File: config.mk
export PLATFORM = sky130hd
export DESIGN_NAME = pfd_tristate
export DESIGN_NICKNAME = d
export VERILOG_FILES = /design/src/rtl/pll_pkg.sv /design/src/rtl/edge_sync.sv /design/src/rtl/pfd_tristate.sv
export SDC_FILE = /design/constraint.sdc
export NUM_CORES = 1
export LEC_CHECK = 0
export BUFFER_PORTS_ARGS = -buffer_cell sky130_fd_sc_hd__buf_2
export CORE_MARGIN = 2
export CORE_UTILIZATION = 35
export DETAILED_ROUTE_END_ITERATION = 8
export PLACE_DENSITY = 0.58
export SLEW_MARGIN = 5
export SYNTH_ARGS = -nofsm -noshare
export SYNTH_HDL_FRONTEND = slang
export SYNTH_SLANG_ARGS = --single-unit
File: constraint.sdc
create_clock -name clk -period 1.57 [get_ports clk]
set_clock_uncertainty 0.05 [all_clocks]
set_input_delay 0.314 -clock clk [delete_from_list [all_inputs] [get_ports clk]]
set_output_delay 0.314 -clock clk [all_outputs]
set_load 0.01 [all_outputs]
File: src/rtl/pll_pkg.sv
// Shared types and default configuration for the PLL phase-frequency detector.
package pll_pkg;

    typedef enum logic [1:0] {
        IDLE = 2'b00,
        UP   = 2'b01,
        DOWN = 2'b10
    } pfd_state_t;

    localparam int unsigned PFD_SYNC_STAGES = 2;
    localparam int unsigned PFD_CNT_W       = 8;
    localparam int unsigned PFD_LOCK_WINDOW = 4;
    localparam int unsigned PFD_LOCK_COUNT  = 64;

endpackage

File: src/rtl/edge_sync.sv
// Multi-flop synchronizer followed by a delay flop; flags synchronized rising edges.
module edge_sync #(
    parameter int unsigned STAGES = 2
) (
    input  logic clk,
    input  logic rst_n,
    input  logic i_d,
    output logic o_edge_c
);

    logic [STAGES-1:0] r_sync;
    logic              r_dly;

    always_ff @(posedge clk or negedge rst_n) begin
        if (!rst_n) begin
            r_sync <= '0;
            r_dly  <= 1'b0;
        end else begin
            r_sync <= {r_sync[STAGES-2:0], i_d};
            r_dly  <= r_sync[STAGES-1];
        end
    end

    assign o_edge_c = r_sync[STAGES-1] & ~r_dly;

endmodule

File: src/rtl/pfd_tristate.sv
// Tri-state phase-frequency detector with scan chain; lock detector compiled in
// when PFD_LOCK_DETECT_EN is defined.
module pfd_tristate
    import pll_pkg::*;
#(
    parameter int unsigned SYNC_STAGES = PFD_SYNC_STAGES,
    parameter int unsigned CNT_W       = PFD_CNT_W,
    parameter int unsigned LOCK_WINDOW = PFD_LOCK_WINDOW,
    parameter int unsigned LOCK_COUNT  = PFD_LOCK_COUNT
) (
    input  logic clk,
    input  logic rst_n,
    input  logic ref_in,
    input  logic fb_in,
    output logic up,
    output logic down,
    output logic lock,
    input  logic scan_in,
    input  logic scan_en,
    output logic scan_out
);

    localparam int unsigned    CW1     = CNT_W + 1;
    localparam logic [CNT_W-1:0] CNT_MAX = '1;

    logic             w_ref_edge;
    logic             w_fb_edge;
    pfd_state_t       r_state;
    logic [CNT_W-1:0] r_width_cnt;
    logic             r_up;
    logic             r_down;

    edge_sync #(.STAGES(SYNC_STAGES)) u_ref_sync (
        .clk      (clk),
        .rst_n    (rst_n),
        .i_d      (ref_in),
        .o_edge_c (w_ref_edge)
    );

    edge_sync #(.STAGES(SYNC_STAGES)) u_fb_sync (
        .clk      (clk),
        .rst_n    (rst_n),
        .i_d      (fb_in),
        .o_edge_c (w_fb_edge)
    );

    // Detector FSM and pulse-width counter; both become shift stages under scan.
    always_ff @(posedge clk or negedge rst_n) begin
        if (!rst_n) begin
            r_state     <= IDLE;
            r_width_cnt <= '0;
        end else if (scan_en) begin
            r_state     <= pfd_state_t'({r_state[0], scan_in});
            r_width_cnt <= {r_width_cnt[CNT_W-2:0], r_state[1]};
        end else begin
            case (r_state)
                IDLE: begin
                    if (w_ref_edge && !w_fb_edge)      r_state <= UP;
                    else if (w_fb_edge && !w_ref_edge) r_state <= DOWN;
                end
                UP:      if (w_fb_edge)  r_state <= IDLE;
                DOWN:    if (w_ref_edge) r_state <= IDLE;
                default: r_state <= IDLE;
            endcase
            if (r_state == UP || r_state == DOWN)
                r_width_cnt <= (r_width_cnt == CNT_MAX) ? CNT_MAX : r_width_cnt + CNT_W'(1);
            else
                r_width_cnt <= '0;
        end
    end

    always_ff @(posedge clk or negedge rst_n) begin
        if (!rst_n) begin
            r_up   <= 1'b0;
            r_down <= 1'b0;
        end else begin
            r_up   <= (r_state == UP);
            r_down <= (r_state == DOWN);
        end
    end

    assign up   = r_up;
    assign down = r_down;

`ifdef PFD_LOCK_DETECT_EN
    localparam logic [CNT_W-1:0] LOCK_TGT = CNT_W'(LOCK_COUNT);

    logic             w_compare;
    logic             w_in_window;
    logic [CW1-1:0]   w_width;
    logic [CNT_W-1:0] w_lock_inc;
    logic [CNT_W-1:0] r_lock_cnt;
    logic             r_lock;

    // Width of the pulse ending this cycle is the cycles spent in UP/DOWN so far plus this one.
    always_comb begin
        w_compare   = 1'b0;
        w_width     = CW1'(r_width_cnt) + CW1'(1);
        w_in_window = 1'b0;
        w_lock_inc  = (r_lock_cnt >= LOCK_TGT) ? LOCK_TGT : r_lock_cnt + CNT_W'(1);
        case (r_state)
            IDLE:    w_compare = w_ref_edge & w_fb_edge;
            UP:      w_compare = w_fb_edge;
            DOWN:    w_compare = w_ref_edge;
            default: w_compare = 1'b0;
        endcase
        if (r_state == IDLE) w_in_window = 1'b1;
        else                 w_in_window = (w_width <= CW1'(LOCK_WINDOW));
    end

    always_ff @(posedge clk or negedge rst_n) begin
        if (!rst_n) begin
            r_lock_cnt <= '0;
            r_lock     <= 1'b0;
        end else if (scan_en) begin
            r_lock_cnt <= {r_lock_cnt[CNT_W-2:0], r_width_cnt[CNT_W-1]};
            r_lock     <= r_lock_cnt[CNT_W-1];
        end else if (w_compare) begin
            if (w_in_window) begin
                r_lock_cnt <= w_lock_inc;
                r_lock     <= (w_lock_inc == LOCK_TGT);
            end else begin
                r_lock_cnt <= '0;
                r_lock     <= 1'b0;
            end
        end
    end

    assign lock     = r_lock;
    assign scan_out = r_lock;
`else
    logic w_unused_cfg;
    assign w_unused_cfg = |{CW1'(LOCK_WINDOW), CW1'(LOCK_COUNT)};
    assign lock         = 1'b0;
    assign scan_out     = r_width_cnt[CNT_W-1];
`endif

endmodule

* After elaboration in Yosys (flattened, before gate mapping)
Cells that the tools add are included.
** Storage, ports and cells
- Register bits after elaboration :: 18
- Bits in writable memories :: 0
- Output and inout bits :: 4
- Bits in latches :: 0
- Memories :: 0
- Memory bits (read-only) :: 0
- Input bits :: 6
** Cells by class
- Div/mod/pow operators :: 0
- Equality and inequality tests :: 6
- Bitwise operators :: 4
- $add $sub $neg :: 1
- Shift-type cells :: 0
- $mul :: 0
- Mux-type cells :: 9
- Magnitude comparators :: 0
- Reduce and logical (&&, ||, !) cells :: 7
** Operators with widths (number)
- 8-bit 2-to-1 mux :: 3
- 2-bit 2-to-1 mux :: 5
- 8-bit by 1-bit adder with 8-bit output, second input constant :: 1
- 8-bit equality test, second input constant :: 1
- 3-bit inequality test, second input constant :: 2
- 2-bit case mux with 3 select lines :: 1
- 4-bit inequality test, second input constant :: 1
- 3-bit AND reduction :: 1
- 1-bit AND :: 2
- 2-bit by 1-bit equality test with 1-bit output, second input constant :: 1
- 2-bit equality test, second input constant :: 1
- 1-bit logical AND :: 2
- 1-bit zero test :: 2
- 2-bit zero test :: 1
- 1-bit NOT :: 2
- 1-bit logical OR :: 1

* Logic depth before layout (Yosys ltp)
- Depth in word-level cells :: 8
- Mapped depth :: 6

* By module
From an unflattened synthesis, not the netlist that was laid out.
** Unflattened totals
- Cell total of the unflattened synthesis :: 82
- Area total of the unflattened synthesis :: 883.3 µm²
** By module, submodules not included
- pfd_tristate :: cells an instance 74, area each 705.7 µm², seq. area each 300.3 µm², times used 1
- edge_sync :: cells an instance 4, area each 88.8 µm², seq. area each 75.1 µm², times used 2

* Worst setup path before layout
Ideal clock, no wire load.
- Kind :: register to register
- From :: reg r_state[1]
- To :: reg r_state[0]
- Buffers on the path :: 0
- Setup time :: 87 ps
- Required time :: 1433 ps
- Cell stages (with the launch flop) :: 7
- Arrival :: 1225 ps
- Setup slack :: 208 ps
- Cells stage by stage :: dfrtp_1 inv_1 ha_1 inv_1 a2bb2oi_1 or2_2 a22oi_1
** Between the ends
- Word-level cells in the longest chain between the ends :: 3
- Elaborated cells between the ends (all ways) :: 9
- Classes of those cells :: eq/ne: 5; mux: 2; reduce/logical: 2
** Ends and longest elaborated chain
- from (decl) :: RTL line pfd_tristate.sv:28 : pfd_state_t r_state;
- from (signal assigned) :: RTL line pfd_tristate.sv:53 : r_state <= pfd_state_t'({r_state[0], scan_in});
- 2-bit by 1-bit equality test with 1-bit output, or another cell as far along :: RTL line pfd_tristate.sv:56 : case (r_state)
- 3-bit inequality test (no line), or another cell as far along
- 3-bit AND reduction (no line) / 2-bit 2-to-1 mux (equally long branches)
Parallel ways exist; a longest one is shown, timed or not.
A chain may end at the register's enable or synchronous reset.

* Worst setup path in the final report
Ends and elaborated chain as after synthesis.

==> flow_summary.yaml <==
clock_network:
  h-tree-depth: 1
  cts_inserted_buffers: 3
  cts_buffer_depth: 2
  clkTransAtPathRegs_ns: 0.11
  clk_latency_ns: 0.29
  cts_tree: "done"
  cts_setup_buffers: 0
  root_buffer: "clkbuf_4"
  numClockSinks: 18
power:
  p_total_mw: 1.471
  power.density_mw_per_mm2: 1448
  p_leak_nw: 0.4481
  irDropWorstVdd_v: 0.0005247
synth:
  async_reset_ff_share_pct: 100.0
  yosysSeqAreaShare_pct: 50.63
  syn_nets: 98
  synth_edf_count: 0
  syn_inst: 88
  synth_top_area_cell: "dfrtp_1"
  syn_area_um2: 889.6
  syn_area_per_cell_um2: 10.11
  yosysWarnings: 0
  yosys_register_bits: 18
  synth_area_leaders: "dfrtp_1 (51%), a21oi_1 (6.2%), ha_1 (5.6%)"
  synth.top_cell.area_share_pct: 50.63
  ys_types: 32
  synthFlopType: "dfrtp_1"
drt:
  drc_errors: 0
  wl_per_cell_um: 13.49
  via_count: 699
  viasPerCell: 5.336
  first_pass_iters: 4
  dr.first_iter.drc_count: 7
  postRouteAntennaNets: 0
  drt_wl_total_um: 1767
sta:
  whs_ns: 0.06715
  setup_tns_ns: 0
  timing.final.ws_setup_ns: 0.08069
  post-route-period-util_pct: 94.86
  max_freq_mhz: 671.5
  maxSlewViolCount: 0
  finalCriticalPeriod_ns: 1.489
  setup_viol: 0
  hold_violations: 0
worst_setup_path:
  worstPathMaxFanout: 4
  crit_slowest_cell: "dfrtp_1"
  critPathRequiredTime_ns: 1.74
  cpPeakStageDelay_ns: 0.44
  startpoint_type: "flop"
  path_cells: "inv_2 > ha_1 > inv_1 > a2bb2oi_1 > or2_2 > a22oi_2"
  path_class: "flop to flop"
  cp.depth: 6
  critPathTopFamily: "flip-flops"
  r2r.worst_path.cells: 6
  end_kind: "flop"
  regToRegSetupSlack_ns: 0.08
  crit_buf_inv: 2
  worstPathArrival_ns: 1.66
placement:
  place_congestion: 0.8343
  place_ws_ns: 0.06772
  port-buffer-count: 8
  dpl.hpwl_um: 1224
die:
  row_count: 18
  coreArea_mm2: 0.002432
  io_pins: 10
  initial_core_util_pct: 36.57
  die_h_um: 54.42
  die_width_um: 54.42
  dieArea_mm2: 0.002961
cells_and_area:
  fin_nets: 112
  antenna_cells: 0
  nFillCells: 243
  final_common_cell: "dfrtp_1"
  drive_gt1_share_pct: 24.75
  area_delta_synth_final_pct: 14.20
  final_cell_mix: "dfrtp_1 (18), a21oi_1 (11), nand2_1 (8), buf_2 (8), o21ai_0 (7)"
global_route:
  grt_usage_pct: 13.41
  grt_overflow: 0
  grt_pass1_wl_um: 2808
  grt_max_degree: 19
  grt_pass1_vias: 677
  antenna_found_initial: 0
worst_hold_path:
  min_path_cells: 1
  hold_class: "primary input to flop"
outcome:
  status: "complete, no violations"
run:
  maxCapViolations: 0
[stage by stage]
step / instances / utilization, % / area [um2]
final: 131 / 41.77 / 1016
after global routing: 131 / 41.77 / 1016
after CTS: 131 / 41.46 / 1008
after detailed placement: 126 / 39.56 / 962.2
after global placement: 126 / 39.56 / 962.2
after floorplan: 88 / - / 889.6
[registers in the layout, indices dropped and copies added, names as in the netlist]
name               count
down                   1
r_state                2
r_width_cnt            8
u_fb_sync.r_dly        1
u_fb_sync.r_sync       2
u_ref_sync.r_dly       1
u_ref_sync.r_sync      2
up                     1
[power breakdown]
group | total, mW | switching [mW] | internal (mW)
registers | 0.666 | 0.0972 | 0.569
clock network | 0.295 | 0.153 | 0.141
logic | 0.510 | 0.282 | 0.227
total | 1.47 | 0.533 | 0.938
[cell type report]
class,instances,area (um2),share of cell area (%)
clock buffer,4,36.28,3.571
inverter,7,26.28,2.586
multi-input combinational,59,385.4,37.93
sequential,18,450.4,44.34
tap,30,37.54,3.695
timing repair buffer,13,80.08,7.882
[worst paths after layout]
kind / start / end
max: r_state[1]$_DFFE_PN0P_ / r_state[0]$_DFFE_PN0P_
min: fb_in / u_fb_sync.r_sync[0]$_DFF_PN0_
max reg2reg: r_state[1]$_DFFE_PN0P_ / r_state[0]$_DFFE_PN0P_
min reg2reg: u_fb_sync.r_sync[0]$_DFF_PN0_ / u_fb_sync.r_sync[1]$_DFF_PN0_
max in group asynchronous: rst_n / r_state[0]$_DFFE_PN0P_
min in group asynchronous: rst_n / r_width_cnt[7]$_DFF_PN0_
[Yosys cell counts, drive strengths merged (2+ instances only)]
library cell	instances
a21oi	11
o211ai	2
nand2	8
buf	4
dfrtp	18
ha	4
inv	6
nand2b	3
nor2	2
a31oi	3
o22ai	2
o21ai	7
nand3	2
[cell families after synthesis]
family                     Yosys count  synth area share [%]
and+or+nand+nor                     22                 14.35
AOI/OAI and AO/OA                   31                 21.10
xor gates and xnor gates             1                0.9847
adders and majority gates            4                 5.626
buffers and inverters               11                 6.891
other                                1                0.4215
DFF                                 18                 50.63
[routing by layer]
metal	wire length, um	GRT usage, %
met3	35	1.639
met5	0	0
met4	27	7.500
met1	844	16.55
met2	858	22.49
[timing repair]
item	4_1_cts	5_1_grt
resized for setup	0	3
endpoints found under the hold margin	18	0
endpoints found under the setup margin	0	2
hold buffers	1	0
(Power assumes the default switching activity.)
